**config.mk**
```make
export PLATFORM = sky130hd
export DESIGN_NAME = ad9226_capture_ctrl_flat
export DESIGN_NICKNAME = d
export VERILOG_FILES = /design/src/rtl/ad9226_capture_ctrl_if.sv /design/src/rtl/ad9226_capture_ctrl.sv /design/src/flat_wrapper.sv
export SDC_FILE = /design/constraint.sdc
export NUM_CORES = 1
export LEC_CHECK = 0
export CORE_ASPECT_RATIO = 1.1
export CORE_MARGIN = 8
export CORE_UTILIZATION = 40
export CTS_CLUSTER_DIAMETER = 80
export DETAILED_ROUTE_END_ITERATION = 7
export GPL_TIMING_DRIVEN = 0
export MAX_ROUTING_LAYER = met4
export PLACE_DENSITY = 0.6
export SYNTH_ARGS = -nofsm -noshare
export SYNTH_HDL_FRONTEND = slang
export SYNTH_SLANG_ARGS = --single-unit
export TNS_END_PERCENT = 1
```
**constraint.sdc**
```tcl
create_clock -name master_clock -period 4.1 [get_ports master_clock]
set_input_delay 0.82 -clock master_clock [delete_from_list [all_inputs] [get_ports master_clock]]
set_output_delay 0.82 -clock master_clock [all_outputs]
set_load 0.1 [all_outputs]
```
**src/rtl/ad9226_capture_ctrl_if.sv**
```systemverilog
// Control, ADC sample and buffer-write signals of the AD9226 capture controller.
// The controller drives through the master modport; the host/ADC side uses slave.
interface ad9226_capture_ctrl_if #(
    parameter int ADDR_W = 16
);
    logic [11:0]       adc_data;
    logic              adc_data_otr;
    logic              start;
    logic              abort;
    logic              trig_mode;
    logic [11:0]       trig_level;
    logic [7:0]        decim;
    logic [ADDR_W-1:0] sample_count;
    logic              wr_en;
    logic [ADDR_W-1:0] wr_addr;
    logic [12:0]       wr_data;
    logic              busy;
    logic              done;
    logic              aborted;
    logic              otr_seen;

    modport master (
        input  adc_data, adc_data_otr, start, abort, trig_mode, trig_level, decim, sample_count,
        output wr_en, wr_addr, wr_data, busy, done, aborted, otr_seen
    );

    modport slave (
        output adc_data, adc_data_otr, start, abort, trig_mode, trig_level, decim, sample_count,
        input  wr_en, wr_addr, wr_data, busy, done, aborted, otr_seen
    );
endinterface

```
**src/rtl/ad9226_capture_ctrl.sv**
```systemverilog
// AD9226 capture sequencer: optional rising-threshold trigger, decimation and
// buffer write of {otr, data}; samples are accepted every second master_clock cycle.
module ad9226_capture_ctrl #(
    parameter int ADDR_W = 16
) (
    input  logic                  master_clock,
    input  logic                  reset,
    ad9226_capture_ctrl_if.master bus
);

    // state     | meaning
    // IDLE      | waiting for start
    // WAIT_TRIG | watching for a rising crossing of the latched level
    // CAPTURE   | writing every (decim+1)th accepted sample
    // DONE      | one-cycle done pulse
    typedef enum logic [1:0] {IDLE, WAIT_TRIG, CAPTURE, DONE} state_t;

    state_t            state;
    logic              phase;
    logic [11:0]       level_q;
    logic [11:0]       prev_q;
    logic [7:0]        decim_q;
    logic [7:0]        dec_cnt;
    logic [ADDR_W-1:0] count_q;
    logic [ADDR_W-1:0] next_addr;

    logic              trig_hit;
    logic              do_write;
    logic              last_write;
    logic [7:0]        dec_next;

    always_comb begin
        trig_hit   = (prev_q < level_q) && (bus.adc_data >= level_q);
        do_write   = phase && (((state == CAPTURE) && (dec_cnt == 8'd0)) ||
                               ((state == WAIT_TRIG) && trig_hit));
        last_write = (next_addr + ADDR_W'(1)) == count_q;
        dec_next   = (dec_cnt == decim_q) ? 8'd0 : dec_cnt + 8'd1;
    end

    always_ff @(posedge master_clock or posedge reset) begin
        if (reset) begin
            state        <= IDLE;
            phase        <= 1'b0;
            level_q      <= '0;
            prev_q       <= '0;
            decim_q      <= '0;
            dec_cnt      <= '0;
            count_q      <= '0;
            next_addr    <= '0;
            bus.wr_en    <= 1'b0;
            bus.wr_addr  <= '0;
            bus.wr_data  <= '0;
            bus.busy     <= 1'b0;
            bus.done     <= 1'b0;
            bus.aborted  <= 1'b0;
            bus.otr_seen <= 1'b0;
        end else begin
            phase       <= ~phase;
            bus.wr_en   <= 1'b0;
            bus.done    <= 1'b0;
            bus.aborted <= 1'b0;

            case (state)
                IDLE: begin
                    // a simultaneous abort cancels the arm request
                    if (bus.start && !bus.abort) begin
                        if (bus.sample_count == '0) begin
                            state    <= DONE;
                            bus.done <= 1'b1;
                        end else begin
                            level_q      <= bus.trig_level;
                            decim_q      <= bus.decim;
                            count_q      <= bus.sample_count;
                            dec_cnt      <= '0;
                            next_addr    <= '0;
                            bus.wr_addr  <= '0;
                            prev_q       <= 12'hFFF;
                            bus.otr_seen <= 1'b0;
                            bus.busy     <= 1'b1;
                            state        <= bus.trig_mode ? WAIT_TRIG : CAPTURE;
                        end
                    end
                end

                WAIT_TRIG, CAPTURE: begin
                    if (bus.abort) begin
                        state       <= IDLE;
                        bus.busy    <= 1'b0;
                        bus.aborted <= 1'b1;
                    end else if (phase) begin
                        if (state == WAIT_TRIG) begin
                            prev_q <= bus.adc_data;
                        end
                        // the triggering sample counts as the first capture sample
                        if (do_write) begin
                            bus.wr_en   <= 1'b1;
                            bus.wr_addr <= next_addr;
                            bus.wr_data <= {bus.adc_data_otr, bus.adc_data};
                            next_addr   <= next_addr + ADDR_W'(1);
                            dec_cnt     <= dec_next;
                            if (bus.adc_data_otr) begin
                                bus.otr_seen <= 1'b1;
                            end
                            if (last_write) begin
                                state    <= DONE;
                                bus.busy <= 1'b0;
                                bus.done <= 1'b1;
                            end else begin
                                state <= CAPTURE;
                            end
                        end else if (state == CAPTURE) begin
                            dec_cnt <= dec_next;
                        end
                    end
                end

                DONE: begin
                    state <= IDLE;
                end

                default: begin
                    state <= IDLE;
                end
            endcase
        end
    end

endmodule

```
**src/flat_wrapper.sv**
```systemverilog
// flat-port wrapper written by rule: the top's interface ports become plain ports
module ad9226_capture_ctrl_flat 
#(
    parameter int ADDR_W = 16
)
  (master_clock, reset, bus_adc_data, bus_adc_data_otr, bus_start, bus_abort, bus_trig_mode, bus_trig_level, bus_decim, bus_sample_count, bus_wr_en, bus_wr_addr, bus_wr_data, bus_busy, bus_done, bus_aborted, bus_otr_seen);
  ad9226_capture_ctrl_if #(.ADDR_W(ADDR_W)) bus_i ();
  input  logic master_clock;
  input  logic reset;
  input wire logic [$bits(bus_i.adc_data)-1:0] bus_adc_data;
  input wire logic [$bits(bus_i.adc_data_otr)-1:0] bus_adc_data_otr;
  input wire logic [$bits(bus_i.start)-1:0] bus_start;
  input wire logic [$bits(bus_i.abort)-1:0] bus_abort;
  input wire logic [$bits(bus_i.trig_mode)-1:0] bus_trig_mode;
  input wire logic [$bits(bus_i.trig_level)-1:0] bus_trig_level;
  input wire logic [$bits(bus_i.decim)-1:0] bus_decim;
  input wire logic [$bits(bus_i.sample_count)-1:0] bus_sample_count;
  output wire logic [$bits(bus_i.wr_en)-1:0] bus_wr_en;
  output wire logic [$bits(bus_i.wr_addr)-1:0] bus_wr_addr;
  output wire logic [$bits(bus_i.wr_data)-1:0] bus_wr_data;
  output wire logic [$bits(bus_i.busy)-1:0] bus_busy;
  output wire logic [$bits(bus_i.done)-1:0] bus_done;
  output wire logic [$bits(bus_i.aborted)-1:0] bus_aborted;
  output wire logic [$bits(bus_i.otr_seen)-1:0] bus_otr_seen;
  assign bus_i.adc_data = bus_adc_data;
  assign bus_i.adc_data_otr = bus_adc_data_otr;
  assign bus_i.start = bus_start;
  assign bus_i.abort = bus_abort;
  assign bus_i.trig_mode = bus_trig_mode;
  assign bus_i.trig_level = bus_trig_level;
  assign bus_i.decim = bus_decim;
  assign bus_i.sample_count = bus_sample_count;
  assign bus_wr_en = bus_i.wr_en;
  assign bus_wr_addr = bus_i.wr_addr;
  assign bus_wr_data = bus_i.wr_data;
  assign bus_busy = bus_i.busy;
  assign bus_done = bus_i.done;
  assign bus_aborted = bus_i.aborted;
  assign bus_otr_seen = bus_i.otr_seen;
  ad9226_capture_ctrl #(.ADDR_W(ADDR_W)) u_core (.master_clock(master_clock), .reset(reset), .bus(bus_i));
endmodule
```
==> reports/qor.txt <==
Kind of critical path: primary input to flip-flop
Final setup violation count: 0
Slew Viols, Final: 0
Max layer used: met4
Synth Area in Adders: 6.32%
PwrDens: 668 nW/um^2
Req. time, crit path: 4360 ps
Initial Util: 40.7%
Worst r2r src: u_core.level_q[9]
GRT overflow: 0
Area share of the largest cell type after synthesis: 44.5%
Commonest cells post-synth: dfrtp_1, mux2_2, inv_1
Setup repair after global routing missed its margin: no
Clock latency on the worst-skew pair: 360 ps
Layout Cells excl Fill: 901
Min Tclk post-route: 3770 ps
TritonCTS Buffers: 9
Util after Layout: 50.7%
Async SR Flop Fraction: 100%
First-pass GRT wire length: 26.8 mm
Period utilization: 92.0%
Cell breakdown of the critical path: clkdlybuf4s50_1 -> ha_1 -> nand4_1 -> a2111oi_1 -> nor4_2 -> o21ai_1 -> nand3_1 -> o31ai_1
CP arrival: 4030 ps
Compound-Gate Fraction of Synth Area: 12.7%
DIE WIDTH: 134 um
Die outline height: 146 um
Die area: 19600 um^2
Max stage delay on crit path: 690 ps
Crit start category: primary input
Achievable clock frequency: 265 MHz
Initial antenna violation count: 1
DR vias: 4988
Syn_area_per_cell: 10.2 um^2
# nets final: 784
Simple-gate portion of the synthesized area: 16.2%
CTS Buffer Depth: 2
FP Rows: 47
Seq/Total Area, Yosys: 44.5%
Warnings, synthesis: 0
Core area: 15100 um^2
M1 WL: 6.99 mm
Post-synth top area cell: dfrtp_1
Combinational share of power: 47.7%
Hold Crit Start: u_core.bus.wr_addr[12]
Post-synthesis mux area share: 12.0%
Worst setup startpoint: bus_adc_data[11]
Placed insts: 884
Top FF cell, synth: dfrtp_1
Hold WS: 506 ps
Sw Ratio: 43.5%
Area delta synth->final: 24.4%
VDD IR max: 0.000435 V
Routed wl met3: 652 um
Total track usage: 17.8%
Synthesized flop and latch total: 109
Synth unique cells: 57
Reported max-cap violation count: 0
Iteration-0 DRC count of the detailed router: 265
Slowest cell on crit path: o21ai_1
Via-to-Cell Ratio: 5.54
Drt drc: 0
Hold Crit Class: flip-flop to flip-flop
Number of global-route vias before repair: 5201
Worst Tran Pin Value: 1020 ps
Most frequent cell after synthesis: dfrtp_1
Leak: 3.26 nW
Critical Path Fanout Max: 8
I/O pin total: 88
Placed Area: 7280 um^2
Outcome: completed
Syn Inst Count: 600
TritonCTS clock tree: built
Syn nets: 685
Root buf cell: clkbuf_16
Number of enable flip-flop cells after synthesis: 0
RD Place Congestion: 0.869
DP Wirelength: 12.5 mm
Slew Limit Headroom: 31.8%
Final Hold Vio Count: 0
Flop pwr share: 32.2%
Antenna-violating nets left: 0
CTS Sinks: 109
Largest net degree at the start of global routing: 60
Total Power: 0.00510 W
Drt wl/cell: 18.5 um
Routed wire length: 16.7 mm
Int Pwr: 0.00288 W
PostCTS Resize Cnt: 0
IO Port Bufs: 87
Cell Area, Synth: 6130 um^2
CP endpoint kind: flip-flop
Setup Skew: 10.6 ps
Area contributors post-synth: dfrtp_1, mux2_2, ha_1, nand4_1, inv_1
Clock-pin slew on the worst setup and hold paths: 70 ps
Setup Buffers After CTS: 0
Drt pass-1 iters: 5
Met2 Wirelength: 8.45 mm
CTS hold repair buffers: 0
Switching pwr: 0.00222 W
Clock power share: 20.1%
Post-route design area: 7630 um^2
XOR/XNOR Fraction of Synth Area: 3.57%
Htree depth: 3
Largest family of logic cells by synthesized area: simple AND/OR/NAND/NOR gates
Share of cells above drive strength 1: 13.9%
[area by class of cell]
cell class              count  area (um^2)
diodes                      1         2.50
plain buffers              31          135
clock buffers              10          239
clock inverters             6          109
fillers                  1420         7420
inverters                  42          160
multi-input cells         418         3110
flip-flops and latches    109         2730
well taps                 196          245
repair buffers             88          898
[placed cells by master, fill, tap and decap left out, drive strengths merged, types with 12 or more instances in the layout]
cell type,instances
dfrtp,109
clkdlybuf4s50,87
mux2,60
inv,43
o21ai,33
ha,31
nor2,30
clkbuf,30
nand2,28
nand4,26
a21oi,26
nand3,23
a31oi,20
xnor2,18
and2,15
buf,12
[sequential cells by signal, indices dropped and copies added (netlist names), 2 cells and up]
signal and count:
u_core.bus.wr_addr 16, u_core.count_q 16, u_core.next_addr 16, u_core.bus.wr_data 13
u_core.level_q 12, u_core.prev_q 12, u_core.dec_cnt 8, u_core.decim_q 8
u_core.state 2
[path summary, 6_finish.rpt]
check / slack [ps] / end / depth (start not counted)
min in group asynchronous: 920 / u_core.bus.wr_addr[4] / 2
min: 510 / u_core.bus.wr_addr[12] / 1
max in group asynchronous: 2440 / u_core.bus.wr_data[3] / 3
max: 330 / u_core.next_addr[4] / 8
max reg2reg: 870 / u_core.next_addr[4] / 8
min reg2reg: 510 / u_core.bus.wr_addr[12] / 1
[power by group through the flow]
| stage | clock [W] | combinational (W) | sequential (W) |
|---|---|---|---|
| 3_5_place_dp | 0 | 0.00244 | 0.00166 |
| 4_1_cts | 0.00104 | 0.00245 | 0.00164 |
| 2_1_floorplan | 0 | 0.00130 | 0.00208 |
| 5_1_grt | 0.00109 | 0.00263 | 0.00168 |
| 6_report | 0.00103 | 0.00243 | 0.00164 |
| 3_3_place_gp | 0 | 0.00238 | 0.00164 |
[through the flow]
step / TNS (ps) / setup WS (ps)
floorplan: 0 / 406
global placement: -146220 / -1350
detailed placement: 0 / 26.7
CTS: 0 / 395
global route: 0 / 212
finish: 0 / 329
[worst max-delay path, delay by kind of cell]
family	cells	cell delay (ps)
fa+ha+maj	1	330
buf+inv	1	470
compound gates	3	1670
simple gates	3	730
[metal layers]
metal	vias to the layer above	GRT usage, %
met5	-	-
met4	0	8.83
met3	31	2.97
met2	124	30.1
met1	2460	20.0
li1	2373	-
[logic make-up (layout without fill, tap and decap cells)]
group	count (synthesis)	after routing
AOI/OAI and AO/OA	119	119
xor gates and xnor gates	25	25
adders and majority gates	31	31
buffers and inverters	73	177
DFF	109	109
muxes	65	65
other	0	1
and+or+nand+nor	178	178
No activity file was read; power rests on OpenSTA's default activity.
